===== config.mk =====
export PLATFORM = sky130hd
export DESIGN_NAME = key_conditioner
export DESIGN_NICKNAME = d
export VERILOG_FILES = /design/src/rtl/key_pkg.sv /design/src/rtl/key_channel.sv /design/src/rtl/key_conditioner.sv
export SDC_FILE = /design/constraint.sdc
export NUM_CORES = 1
export LEC_CHECK = 0
export BUFFER_PORTS_ARGS = -buffer_cell sky130_fd_sc_hd__buf_2
export CORE_UTILIZATION = 54
export DETAILED_ROUTE_END_ITERATION = 16
export HOLD_SLACK_MARGIN = 0.1
export PLACE_DENSITY_LB_ADDON = 0.25
export SLEW_MARGIN = 15
export SYNTH_ARGS = -nofsm -noshare
export SYNTH_HDL_FRONTEND = slang
export SYNTH_SLANG_ARGS = --single-unit

===== constraint.sdc =====
create_clock -name CLOCK_50 -period 3 [get_ports CLOCK_50]
set_input_delay 0.45 -clock CLOCK_50 [delete_from_list [all_inputs] [get_ports CLOCK_50]]
set_output_delay 0.45 -clock CLOCK_50 [all_outputs]
set_load 0.01 [all_outputs]

===== src/rtl/key_pkg.sv =====
// ---------------------------------------------------------------------------
// key_pkg
// Shared types and elaboration helpers for the key conditioner.
//
// Contents:
//   kc_state_t   per-channel press state (RELEASED / HELD / REPEATING)
//   max_int      larger of two integers
//   timer_width  bit width of the auto-repeat down-counter
// ---------------------------------------------------------------------------
package key_pkg;

    typedef enum logic [1:0] {
        KC_RELEASED  = 2'd0,
        KC_HELD      = 2'd1,
        KC_REPEATING = 2'd2
    } kc_state_t;

    function automatic int max_int(input int a, input int b);
        return (a > b) ? a : b;
    endfunction

    // The timer only ever holds values up to max(delay, period) - 1.
    // If both lengths are 1, that range needs no bits at all.
    // A one-bit floor keeps the vector legal in that degenerate case.
    function automatic int timer_width(input int delay_cyc, input int period_cyc);
        int m;
        m = max_int(delay_cyc, period_cyc);
        return (m <= 1) ? 1 : $clog2(m);
    endfunction

endpackage


===== src/rtl/key_channel.sv =====
// ---------------------------------------------------------------------------
// key_channel
// One input channel of the key conditioner:
//   - 2-flop synchroniser on the polarity-normalised pin (1 = pressed)
//   - debounce counter: a level change is accepted after DEBOUNCE_CYC
//     consecutive cycles of disagreement
//   - press/release/repeat FSM with an auto-repeat down-counter
//
// Ports:
//   clk_sys        in   clock, rising edge
//   reset          in   synchronous, active-high
//   raw            in   asynchronous pin level
//   level          out  debounced pressed state (1 = pressed)
//   press          out  one-cycle pulse on accepted press
//   release_pulse  out  one-cycle pulse on accepted release
//   repeat_pulse   out  one-cycle auto-repeat pulse while held
//
// State table:
//   state         | meaning
//   KC_RELEASED   | level = 0, waiting for an accepted press
//   KC_HELD       | pressed, timer counting down to the first repeat
//   KC_REPEATING  | pressed, timer counting down between repeats
// ---------------------------------------------------------------------------
module key_channel
    import key_pkg::*;
#(
    parameter logic ACTIVE_LOW        = 1'b1,
    parameter logic REPEAT_EN         = 1'b1,
    parameter int   DEBOUNCE_CYC      = 1_000_000,
    parameter int   REPEAT_DELAY_CYC  = 25_000_000,
    parameter int   REPEAT_PERIOD_CYC = 5_000_000
) (
    input  logic clk_sys,
    input  logic reset,
    input  logic raw,
    output logic level,
    output logic press,
    output logic release_pulse,
    output logic repeat_pulse
);

    localparam int DW = $clog2(DEBOUNCE_CYC + 1);
    localparam int TW = timer_width(REPEAT_DELAY_CYC, REPEAT_PERIOD_CYC);

    // The toggle happens on the edge where the counter would have reached
    // DEBOUNCE_CYC, so a clean edge shows up 2 + DEBOUNCE_CYC cycles later.
    localparam logic [DW-1:0] DB_LAST     = DW'(DEBOUNCE_CYC - 1);
    localparam logic [TW-1:0] DELAY_LOAD  = TW'(REPEAT_DELAY_CYC - 1);
    localparam logic [TW-1:0] PERIOD_LOAD = TW'(REPEAT_PERIOD_CYC - 1);

    logic [1:0]    sync;
    logic [DW-1:0] db_cnt;
    logic [TW-1:0] timer;
    kc_state_t     state;
    logic          accept;

    // The debounced level flips on this cycle.
    // The direction follows from the current value of level.
    assign accept = (sync[1] != level) && (db_cnt == DB_LAST);

    always_ff @(posedge clk_sys) begin
        if (reset) begin
            sync          <= 2'b00;
            db_cnt        <= '0;
            level         <= 1'b0;
            timer         <= '0;
            state         <= KC_RELEASED;
            press         <= 1'b0;
            release_pulse <= 1'b0;
            repeat_pulse  <= 1'b0;
        end else begin
            sync          <= {sync[0], raw ^ ACTIVE_LOW};
            press         <= 1'b0;
            release_pulse <= 1'b0;
            repeat_pulse  <= 1'b0;

            if (sync[1] == level) begin
                db_cnt <= '0;
            end else if (db_cnt == DB_LAST) begin
                db_cnt <= '0;
                level  <= ~level;
            end else begin
                db_cnt <= db_cnt + 1'b1;
            end

            // The release check comes first in each pressed state.
            // A repeat due on the same cycle is therefore dropped.
            case (state)
                KC_RELEASED: begin
                    if (accept) begin
                        state <= KC_HELD;
                        press <= 1'b1;
                        timer <= DELAY_LOAD;
                    end
                end
                KC_HELD: begin
                    if (accept) begin
                        state         <= KC_RELEASED;
                        release_pulse <= 1'b1;
                    end else if (REPEAT_EN) begin
                        if (timer == '0) begin
                            state        <= KC_REPEATING;
                            repeat_pulse <= 1'b1;
                            timer        <= PERIOD_LOAD;
                        end else begin
                            timer <= timer - 1'b1;
                        end
                    end
                end
                KC_REPEATING: begin
                    if (accept) begin
                        state         <= KC_RELEASED;
                        release_pulse <= 1'b1;
                    end else if (timer == '0) begin
                        repeat_pulse <= 1'b1;
                        timer        <= PERIOD_LOAD;
                    end else begin
                        timer <= timer - 1'b1;
                    end
                end
                default: begin
                    state <= KC_RELEASED;
                end
            endcase
        end
    end

endmodule


===== src/rtl/key_conditioner.sv =====
// ---------------------------------------------------------------------------
// key_conditioner
// Multi-channel conditioner for board pushbuttons and slide switches.
// Each channel is synchronised and debounced.
// Each channel produces a clean level plus one-cycle press, release and
// auto-repeat pulses.
//
// Ports:
//   CLOCK_50       in   sole clock, rising edge
//   RESET          in   synchronous, active-high reset
//   raw            in   [N_CH] asynchronous pin levels
//   level          out  [N_CH] debounced pressed state (1 = pressed)
//   press          out  [N_CH] one-cycle pulse when level rises
//   release_pulse  out  [N_CH] one-cycle pulse when level falls
//   repeat_pulse   out  [N_CH] one-cycle auto-repeat pulse while held
//   any_press      out  OR of press (combinational from registered press)
//
// The release and repeat outputs carry a _pulse suffix.
// This is because release and repeat are reserved words in SystemVerilog.
// ---------------------------------------------------------------------------
module key_conditioner
    import key_pkg::*;
#(
    parameter int              N_CH              = 4,
    parameter logic [N_CH-1:0] ACTIVE_LOW        = '1,
    parameter int              DEBOUNCE_CYC      = 1_000_000,
    parameter logic [N_CH-1:0] REPEAT_EN         = '1,
    parameter int              REPEAT_DELAY_CYC  = 25_000_000,
    parameter int              REPEAT_PERIOD_CYC = 5_000_000
) (
    input  logic            CLOCK_50,
    input  logic            RESET,
    input  logic [N_CH-1:0] raw,
    output logic [N_CH-1:0] level,
    output logic [N_CH-1:0] press,
    output logic [N_CH-1:0] release_pulse,
    output logic [N_CH-1:0] repeat_pulse,
    output logic            any_press
);

    for (genvar i = 0; i < N_CH; i++) begin : g_ch
        key_channel #(
            .ACTIVE_LOW        (ACTIVE_LOW[i]),
            .REPEAT_EN         (REPEAT_EN[i]),
            .DEBOUNCE_CYC      (DEBOUNCE_CYC),
            .REPEAT_DELAY_CYC  (REPEAT_DELAY_CYC),
            .REPEAT_PERIOD_CYC (REPEAT_PERIOD_CYC)
        ) u_ch (
            .clk_sys       (CLOCK_50),
            .reset         (RESET),
            .raw           (raw[i]),
            .level         (level[i]),
            .press         (press[i]),
            .release_pulse (release_pulse[i]),
            .repeat_pulse  (repeat_pulse[i])
        );
    end

    assign any_press = |press;

endmodule

==> impl_metrics.tcl <==
set metrics [dict create \
    synth_cells 1261 \
    tritoncts "built" \
    postRouteAntennaNets 0 \
    worstHoldPathType "input port to flop" \
    ctsResizeCount 0 \
    synth_top_area_cell "dfxtp_1" \
    finClkSkew_ns 0.00935 \
    finalCritPeriodShare 0.911 \
    p_total_mw 6.21 \
    cts_post_setup_buffers_inserted 0 \
    layout.nets 1293 \
    grt_usage 0.232 \
    yosysWarningCount 0 \
    outcome "completed" \
    start_kind "flop" \
    yosys-top-cells-area "dfxtp_1 (41%), nor2_1 (5.8%), a21oi_1 (3.9%)" \
    die_h_um 141 \
    overflow 0 \
    worstMarginPinSlew_ns 1.06 \
    async_flop_share 0 \
    clock.fmax_mhz 366 \
    final_layout_size_suffix_gt1_frac 0.0856 \
    via_count 9102 \
    r2r_setup_slack_ns 0.27 \
    drt-initial-drc-count 559 \
    path_delay_family "compound AO/OA/AOI/OAI gates" \
    fp.dieW_um 141 \
    dieArea_um2 19800 \
    drc_errors 0 \
    clockBufferDepth 3 \
    synth_area_um2 10400 \
    antennaDiodeCount 0 \
    seq_area_frac_synth 0.408 \
    cts_root_buf "clkbuf_16" \
    grt_max_degree 62 \
    fillCellCount 1650 \
    max-slew-margin-rel 0.294 \
    cap_violations 0 \
    port_buffers 22 \
    synth.distinct_cells 75 \
    synth.most_common_cell "dfxtp_1" \
    core_area_um2 18800 \
    h-tree-depth 1 \
    synth_edf_count 0 \
    ios 23 \
    critPathKind "flop to flop" \
    path_cells "ha_1 -> nand3_1 -> or4_1 -> o311a_1 -> a21o_1 -> o21a_1 -> o21a_1" \
    critPathBufInv 0 \
    row_count 50 \
    rsz0062_at_grt "false" \
    area_growth_pct 11.3 \
    initial_core_util 0.554 \
    cts.sinks 212 \
    synth_flop_cell "dfxtp_1" \
    wl_um 22700 \
    place.gp.congestion 0.915 \
    synth_area_per_cell_um2 8.24 \
    clk_latency_ns 0.51 \
    synth_common_cells "dfxtp_1 (212), nor2_1 (160), nand2_1 (109)" \
    fin_crit_ns 2.73 \
    tritoncts.num_buffers 24 \
    path_clk_slew_ns 0.06 \
    cp-end-kind "flop" \
    vias_per_cell 5.99 \
    crit_path_max_fanout 11 \
    ir_drop_uv 466 \
    fin_hold_ws_ns 0.270 \
    grt_pass1_vias 8132 \
    synth_largest_type_area_fraction 0.408 \
    dp_hpwl_um 15200 \
    wl_per_cell_um 14.9 \
    p_leak_nw 4.17 \
    syn_nets 1287 \
    setup_tns_ns 0 \
    setup_viol 0 \
    cpMostUsedCell "o21a_1" \
    cpMaxStageDelayCell "or4_1" \
    critPathRequiredTime_ns 3.40 \
    final-hold-violation-count 0 \
    antenna_found_initial 0 \
    power_density_nw_per_um2 537 \
    slew_viol_final 0 \
    max_stage_delay_ns 0.69 \
    grt_pass1_wl_um 38900 \
    hold_buffers 4 \
    drt_pass1_iterations 5 \
    ys_ff_latch 212 \
    worstPathArrival_ns 3.14 \
]
[routing by layer]
layer  global-route usage  wire length [um]
met1                0.309             10600
met4               0.0709               444
met5                    0                 0
met2                0.381             10400
met3               0.0411              1260
[cell families after synthesis]
logic type,count (synthesis),share of synthesized area
simple gates,585,0.292
xor+xnor,69,0.0582
flops,212,0.408
compound gates,263,0.166
fa+ha+maj,20,0.0241
buf+inv,108,0.0473
mux,4,0.00385
[stage by stage]
step,utilization,instance area (um^2),setup slack [ns],cells
6_report,0.616,11600,0.266,1519
5_1_grt,0.616,11600,0.0644,1519
4_1_cts,0.616,11600,0.269,1519
3_5_place_dp,0.567,10600,0.289,1471
3_3_place_gp,0.567,10600,0.340,1471
2_1_floorplan,-,10400,0.522,1261
[layout make-up]
class	instances	area, um^2	area share
Sequential cell	212	4240	0.367
Clock buffer	30	684	0.0592
Tap cell	234	293	0.0253
Timing Repair Buffer	49	338	0.0292
Multi-Input combinational cell	941	5650	0.489
Clock inverter	14	201	0.0174
Inverter	39	146	0.0127
[report_power, final]
group | internal, mW | total (mW) | leakage, nW | switching [mW]
registers | 2.83 | 2.84 | 1.71 | 0.00987
clock network | 2.04 | 3.20 | 0.440 | 1.16
logic | 0.0561 | 0.174 | 2.02 | 0.118
total | 4.93 | 6.21 | 4.17 | 1.29
[registers in the layout (all words and copies together) (netlist names)]
name                     flops
g_ch.u_ch.repeat_pulse       4
g_ch.u_ch.level              4
g_ch.u_ch.state              8
g_ch.u_ch.sync               8
g_ch.u_ch.timer            100
g_ch.u_ch.db_cnt            80
g_ch.u_ch.press              4
g_ch.u_ch.release_pulse      4
[layout by cell type (no fill, tap or decap), drive strengths merged, types with 30 or more instances in the layout]
cell type and instances:
a21oi 83, nor4 35, nor2 161, xor2 45
or3 36, o21ai 49, clkbuf 30, nor3 62
dfxtp 212, inv 39, buf 45, nand3 49
nand2 110
[worst paths after layout]
check                                            start                     end  cells after the start
worst max register to register  g_ch[3].u_ch.db_cnt[0]  g_ch[3].u_ch.timer[11]                      7
worst max-delay path            g_ch[3].u_ch.db_cnt[0]  g_ch[3].u_ch.timer[11]                      7
worst min register to register    g_ch[1].u_ch.sync[0]    g_ch[1].u_ch.sync[1]                      1
worst min-delay path                             RESET      g_ch[3].u_ch.press                      2
No activity file was read; power rests on OpenSTA's default activity.
